File: config.mk
export PLATFORM = sky130hd
export DESIGN_NAME = segway_seq
export DESIGN_NICKNAME = d
export VERILOG_FILES = /design/src/rtl/segway_seq_pkg.sv /design/src/rtl/segway_seq_ld_cell_cmp.sv /design/src/rtl/segway_seq.sv
export SDC_FILE = /design/constraint.sdc
export NUM_CORES = 1
export LEC_CHECK = 0
export CAP_MARGIN = 20
export CORE_AREA = 5 5 106 128
export DETAILED_ROUTE_END_ITERATION = 16
export DIE_AREA = 0 0 111 133
export DONT_BUFFER_PORTS = 1
export GPL_ROUTABILITY_DRIVEN = 0
export HOLD_SLACK_MARGIN = 0.08
export PLACE_DENSITY = 0.5
export SLEW_MARGIN = 20
export SYNTH_ARGS = -nofsm -noshare
export SYNTH_HDL_FRONTEND = slang
export SYNTH_SLANG_ARGS = --single-unit
File: constraint.sdc
create_clock -name clk -period 3.25 [get_ports clk]
set_clock_uncertainty 0.2 [all_clocks]
set_input_delay 0.65 -clock clk [delete_from_list [all_inputs] [get_ports clk]]
set_output_delay 0.65 -clock clk [all_outputs]
set_load 0.1 [all_outputs]
File: src/rtl/segway_seq_pkg.sv
`default_nettype none
// ============================================================================
// Module      : segway_seq_pkg
// Description : Shared types and constants for the segway power-up / steer
//               sequencer: state encoding, rider thresholds, balance shifts
//               and timer widths for simulation and silicon builds.
// Revision    : 1.0 - initial release
// ============================================================================
package segway_seq_pkg;

  typedef enum logic [1:0] {
    ST_OFF   = 2'd0,
    ST_IDLE  = 2'd1,
    ST_WAIT  = 2'd2,
    ST_STEER = 2'd3
  } state_t;

  // Rider hysteresis window on the 13-bit load sum
  localparam logic [12:0] C_RIDER_ON_TH  = 13'h240;
  localparam logic [12:0] C_RIDER_OFF_TH = 13'h1C0;

  // Balance comparators: balanced if diff < sum>>2,
  // unbalanced if diff > sum - sum>>4
  localparam int C_BAL_SHIFT   = 2;
  localparam int C_UNBAL_SHIFT = 4;

  // Settle timer widths (terminal count = 2^W cycles)
  localparam int C_SETTLE_W_SIM = 10;
  localparam int C_SETTLE_W_SI  = 26;

  // Soft-start prescaler widths (ss_tmr step every 2^W cycles)
  localparam int C_SS_PRE_W_SIM = 4;
  localparam int C_SS_PRE_W_SI  = 12;

endpackage : segway_seq_pkg
`default_nettype wire

File: src/rtl/segway_seq_ld_cell_cmp.sv
`default_nettype none
// ============================================================================
// Module      : ld_cell_cmp
// Description : Load-cell comparators. Registered rider-present flag with
//               hysteresis, plus combinational balanced / unbalanced flags
//               on the current load-cell inputs.
// Revision    : 1.0 - initial release
// ============================================================================
module ld_cell_cmp
  import segway_seq_pkg::*;
(
  input  logic        clk,
  input  logic        rst_n,
  input  logic [11:0] i_lft_ld,
  input  logic [11:0] i_rght_ld,
  output logic        o_rider,       // registered rider flag
  output logic        o_rider_nxt,   // value the flag takes at the next edge
  output logic        o_balanced,
  output logic        o_unbalanced
);

  logic [12:0] w_sum;
  logic [11:0] w_diff;
  logic        w_rider_nxt;
  logic        r_rider;

  assign w_sum  = {1'b0, i_lft_ld} + {1'b0, i_rght_ld};
  assign w_diff = (i_lft_ld >= i_rght_ld) ? (i_lft_ld - i_rght_ld)
                                          : (i_rght_ld - i_lft_ld);

  assign o_balanced   = ({1'b0, w_diff} < (w_sum >> C_BAL_SHIFT));
  assign o_unbalanced = ({1'b0, w_diff} > (w_sum - (w_sum >> C_UNBAL_SHIFT)));

  // Hysteresis: set above the upper threshold, clear below the lower, else hold
  always_comb begin
    w_rider_nxt = r_rider;
    if (w_sum > C_RIDER_ON_TH)
      w_rider_nxt = 1'b1;
    else if (w_sum < C_RIDER_OFF_TH)
      w_rider_nxt = 1'b0;
  end

  // Rider flag register
  always_ff @(posedge clk or negedge rst_n) begin
    if (!rst_n)
      r_rider <= 1'b0;
    else
      r_rider <= w_rider_nxt;
  end

  assign o_rider     = r_rider;
  assign o_rider_nxt = w_rider_nxt;

endmodule : ld_cell_cmp
`default_nettype wire

File: src/rtl/segway_seq.sv
`default_nettype none
// ============================================================================
// Module      : segway_seq
// Description : Power-up / rider-settle / steer-enable sequencer with soft-
//               start ramp and sticky overspeed alarm. All outputs come
//               straight from registers.
// Revision    : 1.0 - initial release
// ============================================================================
module segway_seq
  import segway_seq_pkg::*;
#(
  parameter int FAST_SIM = 1
) (
  input  logic        clk,
  input  logic        rst_n,
  input  logic        i_pwr_up_req,
  input  logic [11:0] i_lft_ld,
  input  logic [11:0] i_rght_ld,
  input  logic        i_too_fast,
  output logic        o_pwr_up,
  output logic [7:0]  o_ss_tmr,
  output logic        o_en_steer,
  output logic        o_rider_off,
  output logic        o_tf_alarm
);

  localparam int SETTLE_W = (FAST_SIM != 0) ? C_SETTLE_W_SIM : C_SETTLE_W_SI;
  localparam int PRE_W    = (FAST_SIM != 0) ? C_SS_PRE_W_SIM : C_SS_PRE_W_SI;

  state_t              r_state;
  state_t              w_state_nxt;
  logic [SETTLE_W-1:0] r_settle;
  logic [SETTLE_W-1:0] w_settle_nxt;
  logic [PRE_W-1:0]    r_pre;
  logic [7:0]          r_ss;
  logic                r_tf;
  logic                w_rider;
  logic                w_rider_nxt;
  logic                w_bal;
  logic                w_unbal;

  ld_cell_cmp u_ld_cell_cmp (
    .clk          (clk),
    .rst_n        (rst_n),
    .i_lft_ld     (i_lft_ld),
    .i_rght_ld    (i_rght_ld),
    .o_rider      (w_rider),
    .o_rider_nxt  (w_rider_nxt),
    .o_balanced   (w_bal),
    .o_unbalanced (w_unbal)
  );

  // Next-state and settle-timer logic. Rider decisions use the flag's next
  // value so that rider loss and the state change land on the same edge.
  always_comb begin
    w_state_nxt  = r_state;
    w_settle_nxt = r_settle;
    if (!i_pwr_up_req) begin
      w_state_nxt  = ST_OFF;
      w_settle_nxt = '0;
    end else begin
      case (r_state)
        ST_OFF: begin
          w_state_nxt  = ST_IDLE;
          w_settle_nxt = '0;
        end
        ST_IDLE: begin
          w_settle_nxt = '0;
          if (w_rider_nxt)
            w_state_nxt = ST_WAIT;
        end
        ST_WAIT: begin
          if (!w_rider_nxt) begin
            w_state_nxt  = ST_IDLE;
            w_settle_nxt = '0;
          end else if (w_bal) begin
            if (&r_settle) begin
              w_state_nxt  = ST_STEER;
              w_settle_nxt = '0;
            end else begin
              w_settle_nxt = r_settle + SETTLE_W'(1);
            end
          end else begin
            w_settle_nxt = '0;
          end
        end
        ST_STEER: begin
          w_settle_nxt = '0;
          if (!w_rider_nxt)
            w_state_nxt = ST_IDLE;
          else if (w_unbal)
            w_state_nxt = ST_WAIT;
        end
        default: begin
          w_state_nxt  = ST_OFF;
          w_settle_nxt = '0;
        end
      endcase
    end
  end

  // State and settle-timer registers
  always_ff @(posedge clk or negedge rst_n) begin
    if (!rst_n) begin
      r_state  <= ST_OFF;
      r_settle <= '0;
    end else begin
      r_state  <= w_state_nxt;
      r_settle <= w_settle_nxt;
    end
  end

  // Soft-start ramp: prescaled, saturating at 255, cleared only by power-down
  always_ff @(posedge clk or negedge rst_n) begin
    if (!rst_n) begin
      r_pre <= '0;
      r_ss  <= 8'h00;
    end else if (!i_pwr_up_req || (r_state == ST_OFF)) begin
      r_pre <= '0;
      r_ss  <= 8'h00;
    end else begin
      r_pre <= r_pre + PRE_W'(1);
      if ((&r_pre) && (r_ss != 8'hFF))
        r_ss <= r_ss + 8'd1;
    end
  end

  // Sticky overspeed alarm; power-down has priority over a coincident set
  always_ff @(posedge clk or negedge rst_n) begin
    if (!rst_n)
      r_tf <= 1'b0;
    else if (!i_pwr_up_req || (r_state == ST_OFF))
      r_tf <= 1'b0;
    else if (i_too_fast && (r_state == ST_STEER))
      r_tf <= 1'b1;
  end

  assign o_pwr_up    = (r_state != ST_OFF);
  assign o_en_steer  = (r_state == ST_STEER) && !r_tf;
  assign o_ss_tmr    = r_ss;
  assign o_rider_off = !w_rider;
  assign o_tf_alarm  = r_tf;

endmodule : segway_seq
`default_nettype wire

== Word-level counts from Yosys, hierarchy flattened ==
Cells that the tools add are included.
Word-level totals
  input bits: 28
  register bits after elaboration: 26
  word-level logic and storage cells: 62
Operators by class
  add/subtract/negate cells: 7
  mux-type cells: 21
  $lt $le $gt $ge: 5
  reduce and logical (&&, ||, !) cells: 15
  equality and inequality tests: 8
Operators with widths (count)
  10-bit 2-to-1 mux: 4
  12-bit subtractor: 2
  10-bit one-hot mux with 2 select lines: 1
  8-bit 2-to-1 mux: 2
  2-bit 2-to-1 mux: 7
  12-bit by 12-bit adder with 13-bit output: 1
  12-bit by 13-bit > comparator with 1-bit output: 1
  13-bit by 10-bit > comparator with 1-bit output (second input constant): 1
  13-bit by 9-bit less-than comparator with 1-bit output (second input constant): 1
  13-bit by 9-bit subtractor with 13-bit output: 1
  12-bit >= comparator: 1
  12-bit by 11-bit less-than comparator with 1-bit output: 1
  12-bit 2-to-1 mux: 1
  10-bit by 1-bit adder with 10-bit output (second input constant): 1
  10-bit AND reduction: 1
  8-bit by 1-bit adder with 8-bit output (second input constant): 1
  4-bit by 3-bit inequality test with 1-bit output (second input constant): 2
  8-bit inequality test (second input constant): 1
  2-bit one-hot mux with 4 select lines: 1
  4-bit AND reduction: 2
  2-bit nonzero test: 3
  4-bit by 1-bit adder with 4-bit output (second input constant): 1
  2-bit == test (second input constant): 2
  1-bit 2-to-1 mux: 4
  9 further kinds: 13

== Longest topological paths before layout ==
  depth in word-level cells: 7
  mapped depth: 25

== By module ==
From an unflattened synthesis, not the netlist that was laid out.
Unflattened totals
  cell total of the unflattened synthesis: 531
  area, all modules: 4366.7 µm²
By module, submodules not included
  ld_cell_cmp: area an instance 3136.8 µm², cells each 413, instances 1
  segway_seq: area an instance 1229.9 µm², cells each 118, instances 1

== Least setup slack after synthesis ==
No wires, ideal clock.
  path kind: input to register
  from: input i_lft_ld[0]
  to: register r_state[0]
  stages: 22
  arrival time: 4.872 ns
  buffers on the path: 0
  path slack: -1.956 ns
  setup time: 0.135 ns
  cell sequence: ha_1 -> inv_1 -> fa_1 -> o21bai_1 -> a21oi_1 -> xnor2_1 -> inv_1 -> ha_1 -> fa_1 -> o31a_1 -> o31ai_1 -> a31o_2 -> a21boi_0 -> xor2_1 -> ha_1 -> nand4_1 -> or3_1 -> o211ai_1 -> a31oi_1 -> o21ai_0 -> a2111oi_0 -> o31ai_1
On the way
  cells in the longest elaborated chain, start to end: 7
RTL lines
  from (decl): line segway_seq.sv:17  | input logic [11:0] i_lft_ld,
  branches (longest 7 deep; another with 12-bit by 12-bit adder with 13-bit output)
  to (signal assigned): line segway_seq.sv:108  | r_state <= w_state_nxt;
  to (decl): line segway_seq.sv:30  | state_t r_state;
Parallel ways; which one is timed is not known.
A chain may end at the register's enable or synchronous reset.

== Final worst setup path ==
Ends and elaborated chain as after synthesis.

==> impl_metrics.env <==
export IMPL_status="finished, violations left"
export IMPL_violations="negative setup slack"
export IMPL_ios=40
export IMPL_final_area_um2=6210
export IMPL_period_minus_slack_ps=4630
export IMPL_placedInstanceArea_um2=5450
export IMPL_netlist_instances=483
export IMPL_clk_latency_ps=260
export IMPL_yosys_top_cells_area="ha_1 20%, dfrtp_1 16%, xnor2_1 5.9%"
export IMPL_critPathCaptureType="flip-flop"
export IMPL_setup_viol=11
export IMPL_area_delta_synth_final_pct=54.0
export IMPL_seq_power_share=0.125
export IMPL_numCtsBuffers=3
export IMPL_critPathCapture="r_state[0]$_DFFE_PN0P_"
export IMPL_drt_pass1_iterations=4
export IMPL_core_rowCount=45
export IMPL_wl_mm=12.1
export IMPL_power_share_clock=0.118
export IMPL_synthesis_nets=581
export IMPL_die_h_um=133
export IMPL_r2r_end="o_ss_tmr[5]$_DFFE_PN0P_"
export IMPL_startpoint="i_lft_ld[0]"
export IMPL_maxCapViolCount=0
export IMPL_path_max_fanout=4
export IMPL_tightest_slew_ps=820
export IMPL_wl_per_cell_um=14.9
export IMPL_net_switching_power_w=0.00126
export IMPL_tritoncts="yes"
export IMPL_swShare=0.420
export IMPL_worst_slew_margin_rel=0.453
export IMPL_hold_viol=0
export IMPL_fmax_ghz=0.216
export IMPL_maxSlewViolCount=0
export IMPL_synth_enable_flop_cells=0
export IMPL_diodes=0
export IMPL_synth_flop_cell="dfrtp_1"
export IMPL_r2r_start="o_ss_tmr[1]$_DFFE_PN0P_"
export IMPL_p_int_w=0.00174
export IMPL_ff2ff_path_depth=7
export IMPL_cts_max_path_buffers=2
export IMPL_async_reset_ff_frac=1.00
export IMPL_antenna_found_initial=0
export IMPL_criticalPathCategory="primary input to flip-flop"
export IMPL_synth_top_area_frac=0.205
export IMPL_comb_power_share=0.757
export IMPL_grt_ovfl_total=0
export IMPL_clock_sinks=26
export IMPL_peakVddDrop_mv=0.307
export IMPL_syn_avg_cell_area_um2=8.34
export IMPL_worstPathArrival_ps=4600
export IMPL_portBuffers=0
export IMPL_cp_start_kind="primary input"
export IMPL_dp_slack_ps=-1800
export IMPL_syn_area_um2=4030
export IMPL_drcViolationCount=0
export IMPL_htree_num_levels=1
export IMPL_cp_required_ps=3220
export IMPL_ys_top_cells_by_count="66 x ha_1, 51 x inv_1, 38 x nor2_1, 35 x a21oi_1, 27 x xnor2_1"
export IMPL_place_hpwl_mm=9.88
export IMPL_setup_ws_ps=-1380
export IMPL_utilization=0.503
export IMPL_hold_class="flip-flop to flip-flop"
export IMPL_synth_warnings=0
export IMPL_yosysUniqueCellTypes=64
export IMPL_via_per_inst=5.06
export IMPL_cellLeakagePower_nw=2.91
export IMPL_grt_max_degree=27
export IMPL_timing_final_crit_share=1.42
export IMPL_synth_most_common_cell="ha_1"
export IMPL_start_util=0.327
export IMPL_nets=745
export IMPL_grt_pass1_wl_mm=19.9
export IMPL_grt_total_usage=0.159
export IMPL_cts_root_buf="clkbuf_16"
export IMPL_die_w_um=111
export IMPL_grt_pass1_vias=4303
export IMPL_drt_first_iter_violations=126
export IMPL_power_density_nw_per_um2=484
export IMPL_die_area_um2=14800
export IMPL_r2r_setup_slack_ps=1030
export IMPL_dr_total_vias=4097
export IMPL_cts_clk_slew_worst_paths_ps=70
export IMPL_ys_seq_elements=26
export IMPL_drive_above_1_share=0.432
export IMPL_synth_top_area_cell="ha_1"
export IMPL_rsz0062_at_grt="yes"
export IMPL_synth_seq_area_share=0.161
export IMPL_nFillCells=1150
export IMPL_ant_nets=0
export IMPL_coreArea_um2=12300
-- worst min-delay path by stage --
| stage | start | end | cells past startpoint |
|---|---|---|---|
| 6_report | r_pre[0]$_DFF_PN0_ | r_pre[0]$_DFF_PN0_ | 1 |
| 5_1_grt | r_pre[0]$_DFF_PN0_ | r_pre[0]$_DFF_PN0_ | 1 |
| 4_1_cts | r_pre[0]$_DFF_PN0_ | r_pre[0]$_DFF_PN0_ | 1 |
| 3_5_place_dp | rst_n | o_ss_tmr[7]$_DFFE_PN0P_ | 0 |
| 3_3_place_gp | rst_n | o_ss_tmr[0]$_DFFE_PN0P_ | 0 |
| 2_1_floorplan | rst_n | o_ss_tmr[0]$_DFFE_PN0P_ | 0 |
-- sequential cells by signal, summed over array words and instances, names as in the netlist --
name,count
o_ss_tmr,8
o_tf_alarm,1
r_pre,4
r_settle,10
r_state,2
u_ld_cell_cmp.o_rider,1
-- cells in the final DEF (no fill, tap or decap), types with 5 or more instances in the layout --
master and instances:
a21o_1 9, a21oi_1 24, a21oi_2 10, and3_1 8
buf_4 163, buf_6 6, dfrtp_1 26, ha_1 52
ha_4 13, inv_1 43, inv_2 6, nand2_1 17
nand2b_1 5, nand3_1 14, nand4_1 9, nor2_1 32
nor2_2 6, nor2b_1 6, nor3_2 6, o21a_1 10
o21ai_0 12, or3_1 6, xnor2_1 19, xnor2_2 8
xor2_1 18
-- worst max-delay path: stages --
cell and delay, ps:
ha_4 120, inv_2 40, fa_2 410, o21bai_4 170, a211oi_4 100, o21ba_2 250
xnor2_4 150, ha_1 340, a21oi_2 80, o31ai_2 260, a221oi_2 110, buf_4 160
o2111a_1 220, a311o_1 280, ha_1 300, nand4_1 80, or3_1 300, o211ai_1 90
a31oi_1 60, o21ai_1 140, a211oi_1 70, o31ai_1 210
-- power by group through the flow --
stage	clock network, W	logic [W]	registers (W)
after floorplan	0	0.00123	0.000376
after CTS	0.000359	0.00213	0.000375
after global placement	0	0.00194	0.000375
after global routing	0.000373	0.00248	0.000380
after detailed placement	0	0.00198	0.000377
final	0.000354	0.00227	0.000376
-- cell families after synthesis --
| kind of cell | share of synthesized area |
|---|---|
| adders and majority gates | 0.225 |
| buffers and inverters | 0.0671 |
| xor gates and xnor gates | 0.121 |
| DFF | 0.161 |
| AOI/OAI and AO/OA | 0.240 |
| and+or+nand+nor | 0.165 |
| muxes | 0.0208 |
-- metrics by stage --
step	hold WS (ps)	cells	setup TNS, ps	power, W
after global routing	314	810	-12570	0.00324
after CTS	286	798	-10950	0.00287
final	274	810	-10950	0.00300
after detailed placement	155	777	-16480	0.00236
after floorplan	154	483	-11100	0.00161
after global placement	155	777	-15930	0.00232
-- per-layer routing --
| metal | GRT usage | part of all wire | up-vias |
|---|---|---|---|
| li1 | - | - | 2062 |
| met4 | 0.0445 | 0.025 | 0 |
| met2 | 0.308 | 0.53 | 61 |
| met1 | 0.182 | 0.42 | 1955 |
| met5 | 0 | 0 | - |
| met3 | 0.0183 | 0.025 | 19 |
-- timing repair --
item	CTS	global route
hold buffers	2	0
gates resized for setup	26	49
pin swaps	35	25
setup endpoints to repair	11	13
buffers inserted	14	14
endpoints found under the hold margin	26	0
gates cloned	1	0
-- area by class of cell --
type | count | area [um2] | share of cell area
clock buffer | 3 | 75.1 | 0.0121
clock inverter | 1 | 30.0 | 0.00484
inverter | 51 | 208 | 0.0335
multi-input combinational | 392 | 3680 | 0.593
sequential | 26 | 651 | 0.105
tap | 164 | 205 | 0.0331
timing repair buffer | 173 | 1360 | 0.219
Power figures use the tool's default switching activity.
